===== src/rtl/mem_port_arbiter.sv =====
// Shares one single-port memory between instruction fetch and data access.
// Data has priority; a streak counter bounds how long a waiting fetch can be passed over.
module mem_port_arbiter #(
   parameter int unsigned LAT         = 2,
   parameter int unsigned MAX_DSTREAK = 4
) (
   input  logic        CLOCK,
   input  logic        RESET,
   input  logic        IReq,
   input  logic [31:0] IAddr,
   output logic        IReady,
   output logic [31:0] IRData,
   input  logic        DReq,
   input  logic        DWE,
   input  logic [31:0] DAddr,
   input  logic [31:0] DWData,
   output logic        DReady,
   output logic [31:0] DRData,
   output logic        MemEN,
   output logic        MemWE,
   output logic [31:0] MemAddr,
   output logic [31:0] MemWData,
   input  logic [31:0] MemRData
);

   localparam int unsigned CntW    = (LAT > 1) ? $clog2(LAT) : 1;
   localparam int unsigned StreakW = $clog2(MAX_DSTREAK + 1);

   localparam logic [CntW-1:0]    CntLoad   = CntW'(LAT - 1);
   localparam logic [StreakW-1:0] StreakMax = StreakW'(MAX_DSTREAK);

   typedef enum logic [1:0] {
      StIdle,
      StIacc,
      StDacc
   } state_e;

   state_e               state;
   logic [CntW-1:0]      cnt;
   logic [StreakW-1:0]   dstreak;

   logic i_elig;
   logic d_elig;
   logic grant_d;
   logic grant_i;

   // A requester whose Ready is high this cycle is still holding its old request.
   assign i_elig  = IReq & ~IReady;
   assign d_elig  = DReq & ~DReady;
   assign grant_d = d_elig & (~i_elig | (dstreak != StreakMax));
   assign grant_i = i_elig & ~grant_d;

   always_ff @(posedge CLOCK) begin
      if (!RESET) begin
         state    <= StIdle;
         cnt      <= '0;
         dstreak  <= '0;
         IReady   <= 1'b0;
         IRData   <= '0;
         DReady   <= 1'b0;
         DRData   <= '0;
         MemEN    <= 1'b0;
         MemWE    <= 1'b0;
         MemAddr  <= '0;
         MemWData <= '0;
      end else begin
         IReady <= 1'b0;
         DReady <= 1'b0;
         unique case (state)
            StIdle: begin
               if (grant_d) begin
                  state    <= StDacc;
                  cnt      <= CntLoad;
                  MemEN    <= 1'b1;
                  MemWE    <= DWE;
                  MemAddr  <= DAddr;
                  MemWData <= DWData;
                  if (!IReq) begin
                     dstreak <= '0;
                  end else if (dstreak != StreakMax) begin
                     dstreak <= dstreak + 1'b1;
                  end
               end else if (grant_i) begin
                  state    <= StIacc;
                  cnt      <= CntLoad;
                  MemEN    <= 1'b1;
                  MemWE    <= 1'b0;
                  MemAddr  <= IAddr;
                  MemWData <= '0;
                  dstreak  <= '0;
               end
            end
            StIacc, StDacc: begin
               if (cnt != '0) begin
                  cnt <= cnt - 1'b1;
               end else begin
                  // Last access cycle: MemRData is valid now.
                  if (state == StIacc) begin
                     IRData <= MemRData;
                     IReady <= 1'b1;
                  end else begin
                     if (!MemWE) begin
                        DRData <= MemRData;
                     end
                     DReady <= 1'b1;
                  end
                  state    <= StIdle;
                  MemEN    <= 1'b0;
                  MemWE    <= 1'b0;
                  MemAddr  <= '0;
                  MemWData <= '0;
               end
            end
            default: begin
               state <= StIdle;
            end
         endcase
      end
   end

endmodule


===== config.mk =====
export PLATFORM = sky130hd
export DESIGN_NAME = mem_port_arbiter
export DESIGN_NICKNAME = d
export VERILOG_FILES = /design/src/rtl/mem_port_arbiter.sv
export SDC_FILE = /design/constraint.sdc
export NUM_CORES = 1
export LEC_CHECK = 0
export CAP_MARGIN = 0
export CORE_ASPECT_RATIO = 1.1
export CORE_MARGIN = 5
export CORE_UTILIZATION = 36
export CTS_CLUSTER_DIAMETER = 200
export DETAILED_ROUTE_END_ITERATION = 8
export PLACE_DENSITY = 0.77
export RECOVER_POWER = 50
export SYNTH_ARGS = -nofsm -noshare
export SYNTH_HDL_FRONTEND = slang
export SYNTH_SLANG_ARGS = --single-unit

===== constraint.sdc =====
create_clock -name CLOCK -period 1.6 [get_ports CLOCK]
set_input_delay 0.32 -clock CLOCK [delete_from_list [all_inputs] [get_ports CLOCK]]
set_output_delay 0.32 -clock CLOCK [all_outputs]
set_load 0.02 [all_outputs]

Yosys cells after proc, flatten, opt, wreduce, memory -nomap -nowiden:

Index checks and enable logic that the tools add are counted.

* latch bits: 0
* memories kept: 0
* RAM bits: 0
* bits in read-only memories: 0
* input port bits: 133
* flip-flop bits (word level): 138

* equality and inequality tests: 6
* bitwise gates (word level): 14
* divide/modulo/power cells: 0
* shift-type cells: 0
* reductions and logical operators: 11
* multipliers: 0
* add/sub/neg operators: 2
* multiplexer cells: 26
* $lt $le $gt $ge: 0

Operator list (number)
* $mux 32: 5
* $pmux 32 s2: 2
* $mux 3: 4
* $not 1->1: 9
* $reduce_and 3->1: 3
* $mux 1: 8
* $mux 2: 3
* $ne 3x3->1 const B: 2
* $pmux 1 s2: 3
* $and 1x1->1: 4
* $pmux 2 s2: 1
* $reduce_and 2->1: 2
* $reduce_and 4->1: 1
* $reduce_bool 2->1: 2
* $add 3x1->3 const B: 1
* $ne 3x2->1 const B: 1
* $reduce_or 3->1: 1
* $eq 2x1->1 const B: 1
* $eq 2x2->1 const B: 1
* $logic_not 2->1: 1
* $ne 2x2->1 const B: 1
* $reduce_or 2->1: 1
* $or 1x1->1: 1
* $sub 1x1->1 const B: 1

Logic depth before layout (Yosys ltp):

Gate-level depths: netlist of run 1.

* depth after elaboration: 10
* gate-level depth with buffers: 8

Least setup slack after synthesis of run 1:

Ideal clock, no wire load.

* kind: register to register
* from: reg state[0]
* to: reg MemWData[10]
* arrival: 1.623 ns
* data required time: 1.483 ns
* clock period less this slack: 1.739 ns
* setup slack: -0.139 ns
* cell stages (with the launch flop): 9
* buffers on the path: 2
* cells stage by stage: dfxtp_1 inv_1 ha_1 inv_1 o31ai_1 a31oi_4 buf_6 buf_6 a22o_1

* cells in the longest elaborated chain, start to end: 4
* elaborated cells between the ends (all ways): 9

Ends and longest elaborated chain
* start: declaration: line 38 `state_e state;`
* start signal: assignment: line 55 `state <= StIdle;`
* start signal: assignment: line 72 `state <= StDacc;`
* start signal: assignment: line 84 `state <= StIacc;`
* $eq 2x1->1 / $eq 2x2->1 (equally long branches): line 69 `unique case (state)`
* $reduce_or 2->1: line 69
* $ne 2x2->1 (no line) / $reduce_bool 2->1 (equally long branches)
* $reduce_and 3->1 (no line)
* end signal: assignment: line 77 `MemWData <= DWData;`
* end: declaration: line 22 `output logic [31:0] MemWData,`

Several ways; a longest one is shown, not always the timed one.
A chain may end at the register's enable or synchronous reset.

Final worst setup path of run 1:

* from: reg state[0]
* to: reg MemWData[27]

Same word-level chain as after synthesis.

==> results.md, run 1 <==
* Layout Cells excl Fill at 1018
* Via Count at 5003
* Iter 0 DRT Violations at 258
* Root Buffer: clkbuf_16
* DP Area at just over 0.008 mm²
* Sequential-to-total area share from yosys stat at 0.542
* Initial Utilization at 0.368
* Net count, final at 955
* Via-to-Cell Ratio at roughly 4.9
* Routability cong. at 0.829
* Net count after synthesis at 664
* Largest family of logic cells by synthesized area: compound AO/OA/AOI/OAI gates
* CTS tree: built
* CP Max Fanout at 7
* Fin Hold WS at 0.449 ns
* Slew @ Worst Pin at 0.434 ns
* Hold_sp: IRData[4]
* Worst setup path start: state[0]
* Leakage at around 4.0 nW
* Max Cap Violations at 0
* Die width at about 120 µm
* Number of global-route vias before repair at 5287
* Crit share post-route at 1.05
* Asr flop ratio synth at 0
* Crit path capture type: flop
* Clock sinks at 138
* Seq cells post-synth at 138
* Initial antenna violation count at 0
* Worst VDD drop at slightly above 0.0007 V
* EDFF count, synth at 0
* Clock buffer depth at 2
* Count of pins over their slew limit at 0
* Setup violators final at 50
* Syn_area_per_cell at 9.69 µm²
* Final wirelength at 18300 µm
* Top-area cell type share of the netlist area at 0.542
* Synth area leaders: dfxtp_1 54%, nand2_1 10%, a21oi_1 6.6%
* Share of cells above drive strength 1 at 0.119
* Clk Latency, worst-skew pair at approximately 0.42 ns
* Worst Path Arrival at between 1.5 and 2 ns
* TritonCTS Buffers at 17
* Worst R2R Start: state[0]
* First-pass GRT wire length at 27600 µm
* P&R area growth vs syn at 73.6%
* Clk_skew at 0.00699 ns
* Relative slew margins at 0.710
* Post-synthesis mux area share at 0.0648
* Cts hold-fix bufs at 0
* Grt ovf at 0
* I/O Pins at 265
* Critical path startpoint category: flop
* DR WL/cell at 18.0 µm
* Height of the die at 135 µm
* Seq. cell area at 0.00277 mm²
* Diode count at 0
* Outcome: finished, violations left
* Failing checks: setup timing
* Routed Antenna Nets at 0
* Clock slew at reported path FFs at 0.06 ns
* Pwr dens at 1270 mW/mm²
* Largest net degree at the start of global routing at 51
* Final Cell Area at 0.00885 mm²
* Residual DRC count at 0
* Pwr Total at 11.3 mW
* Final worst setup slack at -0.0832 ns
* Gate count of the mapped netlist at 526
* XOR/XNOR share of the synthesized area at 0
* Total core area at around 0.014 mm²
* Adder-cell share of the synthesized area at 0.0123
* Initial DRT Pass Iterations at 4
* Simple-gate portion of the synthesized area at 0.122
* Die Area at 0.0166 mm²
* Minimum clock period at around 1.7 ns
* Post-synthesis cell type count at 37
* Std-Cell Rows at 45
* Largest area contributor in the synthesized netlist: dfxtp_1
* RSZ-0062 raised after global routing: true
* Port Buffers at ~260
* Post-synthesis instance area at between 0.005 and 0.006 mm²
* Hold WC Path Type: reg2reg
* Post-synthesis compound-gate area fraction at 0.207
* FILL cells at 1142
* Critical path class: reg2reg
* Max Fclk at ~600 MHz
* Setup TNS at -2.25 ns
* Htree depth at 4
* All-Layer GR Usage at 0.215
* Hpwl dp at between 10000 and 15000 µm
* CP Data Required Time at 1.90 ns
* Area of the multi-input gates at 0.00215 mm²
* Yosys warning count at 0
* Main synth FF type: dfxtp_1
* Placed insts at 965
* Endpoints failing hold at 0
==> synthesized netlist by cell type (all sizes together) (2+ instances only) <==
| cell type | number |
|---|---|
| nor2b | 3 |
| nand2b | 2 |
| dfxtp | 138 |
| a31oi | 2 |
| a31o | 2 |
| o31ai | 2 |
| a22o | 33 |
| nand2 | 138 |
| o2bb2ai | 32 |
| buf | 21 |
| o21ai | 4 |
| clkbuf | 20 |
| ha | 5 |
| nor2 | 4 |
| inv | 6 |
| o32ai | 2 |
| a21oi | 67 |
| mux2i | 33 |
==> where the power goes <==
group	internal (mW)	total [mW]	switching (mW)
combinational	1.61	3.41	1.80
sequential	3.89	4.14	0.250
clock	2.34	3.74	1.40
==> cell type report <==
cell class / instances / area share
clock buffers: 26 / 0.0575
well taps: 188 / 0.0266
clock inverters: 6 / 0.00692
inverters: 6 / 0.00311
repair buffers: 312 / 0.351
multi-input cells: 342 / 0.242
flip-flops and latches: 138 / 0.313
==> final timing paths <==
kind             endpoint  slack, ns  cells after the start
max          MemWData[27]      -0.08                      8
min reg2reg     IRData[4]       0.45                      2
max reg2reg  MemWData[27]      -0.08                      8
min             IRData[4]       0.45                      2
==> flip-flops by register name, summed over array words and instances, names as in the netlist, 2 cells and up <==
register / flops
IRData: 32
state: 2
MemAddr: 32
MemWData: 32
dstreak: 3
DRData: 32
==> logic make-up (layout without fill, tap and decap cells) <==
group / Yosys count / after routing
simple gates: 153 / 154
compound gates: 150 / 150
flops: 138 / 138
buf+inv: 47 / 350
mux: 33 / 33
fa+ha+maj: 5 / 5
==> worst max-delay path: stages, from the launching register on <==
cell     delay (ns)
dfxtp_2        0.34
inv_2          0.06
ha_4           0.29
inv_6          0.04
o31ai_4        0.25
a31oi_4        0.07
buf_8          0.17
buf_12         0.14
a22o_1         0.22
==> per-stage QoR <==
step | setup slack [ns] | utilization
2_1_floorplan | 0.00106 | -
3_3_place_gp | -0.494 | 0.582
3_5_place_dp | -0.573 | 0.582
4_1_cts | -0.119 | 0.636
5_1_grt | -0.126 | 0.639
6_report | -0.0832 | 0.639
==> placed cells by master (no fill, tap or decap), types with 2 or more instances in the layout <==
cell and n:
a21oi_1 67, a22o_1 33, buf_12 10, buf_16 3, buf_4 28, buf_6 2, buf_8 2, clkbuf_1 4
clkbuf_16 19, clkbuf_8 5, clkdlybuf4s50_1 131, clkinv_2 3, dfxtp_1 133, dfxtp_2 5, dlygate4sd2_1 132, ha_1 4
inv_1 2, inv_2 3, mux2i_1 33, nand2_1 137, nor2_1 3, nor2_4 2, nor2b_4 2, o21ai_0 4
o2bb2ai_1 32, o32ai_1 2
==> per-layer routing <==
| metal | global-route usage | routed length, µm |
|---|---|---|
| met1 | 0.213 | 6370 |
| met2 | 0.372 | 9070 |
| met3 | 0.116 | 2490 |
| met4 | 0.0855 | 400 |
| met5 | 0 | 0 |
==> what timing repair did <==
item                                    CTS  global route
endpoints found under the setup margin  194            89
setup buffers                            11             3
resized for setup                       151             8
pin swaps                                33            13
cloned                                    7             2
No activity file was read; power rests on OpenSTA's default activity.
==> run 2: changes to the inputs <==
CORE_UTILIZATION = 37   (was 36)
CTS_BUF_LIST = sky130_fd_sc_hd__clkbuf_8   (was unset)
GPL_TIMING_DRIVEN = 0   (was unset)
PLACE_DENSITY = 0.79   (was 0.77)
==> results.md, run 2 (synthesized netlist as in run 1, its figures left out) <==
* Most common cell after layout, fill and taps aside: nand2_1
* Initial antenna violation count at 0 (unchanged)
* Max Fclk at 604 MHz (+1.6%)
* TritonCTS Buffers at 17 (unchanged)
* Final wirelength at 16900 µm (-7.7%)
* Die Area at 0.0162 mm² (-2.5%)
* Failing checks: setup timing
* Reg-to-reg endpoint: MemWE
* Critical path startpoint category: flop
* Final worst setup slack at -0.0567 ns (+0.0266 ns)
* Total core area at 0.0137 mm² (-1.2%)
* Minimum clock period at 1.66 ns (-0.0266 ns)
* Reg2reg setup slack at -0.06 ns (+0.03 ns)
* Hpwl dp at 12600 µm (-1.1%)
* RSZ-0062 raised after global routing: true
* Die width at 122 µm (-1.3%)
* Port Buffers at 264 (unchanged)
* Pwr dens at 1240 mW/mm² (-2.5%)
* P&R area growth vs syn at 69.6%
* Max Cap Violations at 0 (unchanged)
* Clock slew at reported path FFs at 0.08 ns (+0.02 ns)
* P_int at 7.45 mW (-4.9%)
* First-pass GRT wire length at 25700 µm (-7.1%)
* Crit path capture type: flop
* Sw frac at 0.307 (+0.00119)
* Placed insts at 978 (+1.3%)
* Via-to-Cell Ratio at 4.77 (-2.9%)
* Most frequent cells in the layout: 137 x nand2_1, 134 x dfxtp_1, 130 x clkdlybuf4s50_1
* Slowest stage cell on the critical path: dfxtp_2
* Hold path depth at 3 (+1)
* Clk_skew at 0.00874 ns (+0.00175 ns)
* Diode count at 0 (unchanged)
* Worst Setup EP: MemWE
* Residual DRC count at 0 (unchanged)
* Crit share post-route at 1.04 (-0.0166)
* All-Layer GR Usage at 0.204 (-0.0105)
* Relative slew margins at 0.631 (-0.0797)
* CTS tree: built
* Count of pins over their slew limit at 0 (unchanged)
* Setup violators final at 62 (+24%)
* CP Data Required Time at 1.94 ns (+0.04 ns)
* Leakage at 3.89 nW (-2.2%)
* Layout Cells excl Fill at 1029 (+1.1%)
* Iter 0 DRT Violations at 167 (-35%)
* Worst path cell trace: inv_2 -> ha_4 -> inv_4 -> o31ai_4 -> a31oi_4 -> buf_8 -> buf_4 -> a22o_1
* Via Count at 4909 (-1.9%)
* Max stage delay on crit path at 0.34 ns (about the same)
* Number of global-route vias before repair at 4915 (-7.0%)
* Share of cells above drive strength 1 at 0.134 (+0.0151)
* Clock buffer depth at 2 (unchanged)
* Hold WC Path Type: in2reg
* Htree depth at 4 (unchanged)
* Routed Antenna Nets at 0 (unchanged)
* Slew @ Worst Pin at 0.548 ns (+0.114 ns)
* Worst Path Arrival at 2.00 ns (+0.02 ns)
* Net count, final at 967 (+1.3%)
* Setup TNS at -1.73 ns (+0.518 ns)
* Fin Hold WS at 0.382 ns (-0.0674 ns)
* Std-Cell Rows at 45 (unchanged)
* Grt ovf at 0 (unchanged)
* Endpoints failing hold at 0 (unchanged)
* Net Sw Power at 3.30 mW (-4.4%)
* Worst setup path start: state[0]
* Clk Latency, worst-skew pair at 0.44 ns (+0.02 ns)
* Cts hold-fix bufs at 0 (unchanged)
* Combinational power share at 0.299 (-0.003)
* DR WL/cell at 16.4 µm (-8.7%)
* Root Buffer: clkbuf_8
* Critical path class: reg2reg
* Worst R2R Start: state[0]
* R2R depth at 8 (unchanged)
* Initial Utilization at 0.373 (+0.00454)
* I/O Pins at 265 (unchanged)
* Initial DRT Pass Iterations at 5 (+1)
* Worst VDD drop at 0.000737 V (+4.6%)
* Clock sinks at 138 (unchanged)
* Outcome: finished, violations left
* CP Max Fanout at 7 (unchanged)
* Reg power frac at 0.382 (+0.015)
* Largest net degree at the start of global routing at 17 (-67%)
* Pwr Total at 10.8 mW (-4.7%)
* Height of the die at 133 µm (-1.3%)
* Routability cong. at 0.794 (-4.2%)
* Util after Layout at 0.632 (-0.00720)
* Clock power frac at 0.318 (-0.013)
==> run 2: worst min-delay path by stage <==
stage                           from            to  slack [ns]
after floorplan           DWData[10]  MemWData[10]        0.45
after global placement    IRData[17]    IRData[17]        0.44
after detailed placement  DRData[31]    DRData[31]        0.45
after CTS                       IReq    dstreak[1]        0.35
after global routing            IReq    dstreak[1]        0.38
final                           IReq    dstreak[1]        0.38
==> run 2: worst max-delay path: cells and delay by family, from the launching register on <==
family          cells  cell delay, ns
compound gates      3            0.52
fa+ha+maj           1            0.29
buf+inv             4            0.40
flops               1            0.34
==> run 2: power by group through the flow <==
| stage | Clock, mW | Sequential, mW | Combinational, mW |
|---|---|---|---|
| detailed placement | 0 | 4.20 | 3.15 |
| floorplan | 0 | 4.69 | 1.13 |
| finish | 3.42 | 4.11 | 3.22 |
| global placement | 0 | 4.18 | 3.14 |
| CTS | 3.49 | 4.11 | 3.19 |
| global route | 3.66 | 4.17 | 3.47 |
==> run 2: repair_timing <==
item,4_1_cts,5_1_grt
gates resized for setup,176,31
endpoints found under the setup margin,236,126
endpoints found under the hold margin,0,0
setup buffers,16,3
pin swaps,25,7
cloned,6,0
==> run 2: area by class of cell <==
type | count | area [µm²]
Fill cell | 1196 | 5030
Sequential cell | 138 | 2770
Clock inverter | 12 | 220
Tap cell | 188 | 235
Timing Repair Buffer | 289 | 2720
Multi-Input combinational cell | 341 | 2140
Inverter | 6 | 25.0
Clock buffer | 19 | 262
Buffer | 36 | 277
==> run 2: stage by stage <==
stage                     setup slack, ns  area [µm²]
after floorplan                   0.00106        5120
after global placement             -0.558        8000
after detailed placement           -0.546        8000
after CTS                         -0.0960        8590
after global routing               -0.140        8650
final                             -0.0567        8650
==> run 2: metal layers <==
metal	part of all wire	track usage	up-vias
li1	-	-	2449
met1	0.37	0.213	2231
met2	0.49	0.353	193
met3	0.11	0.0917	36
met4	0.032	0.0897	0
met5	0	0	-
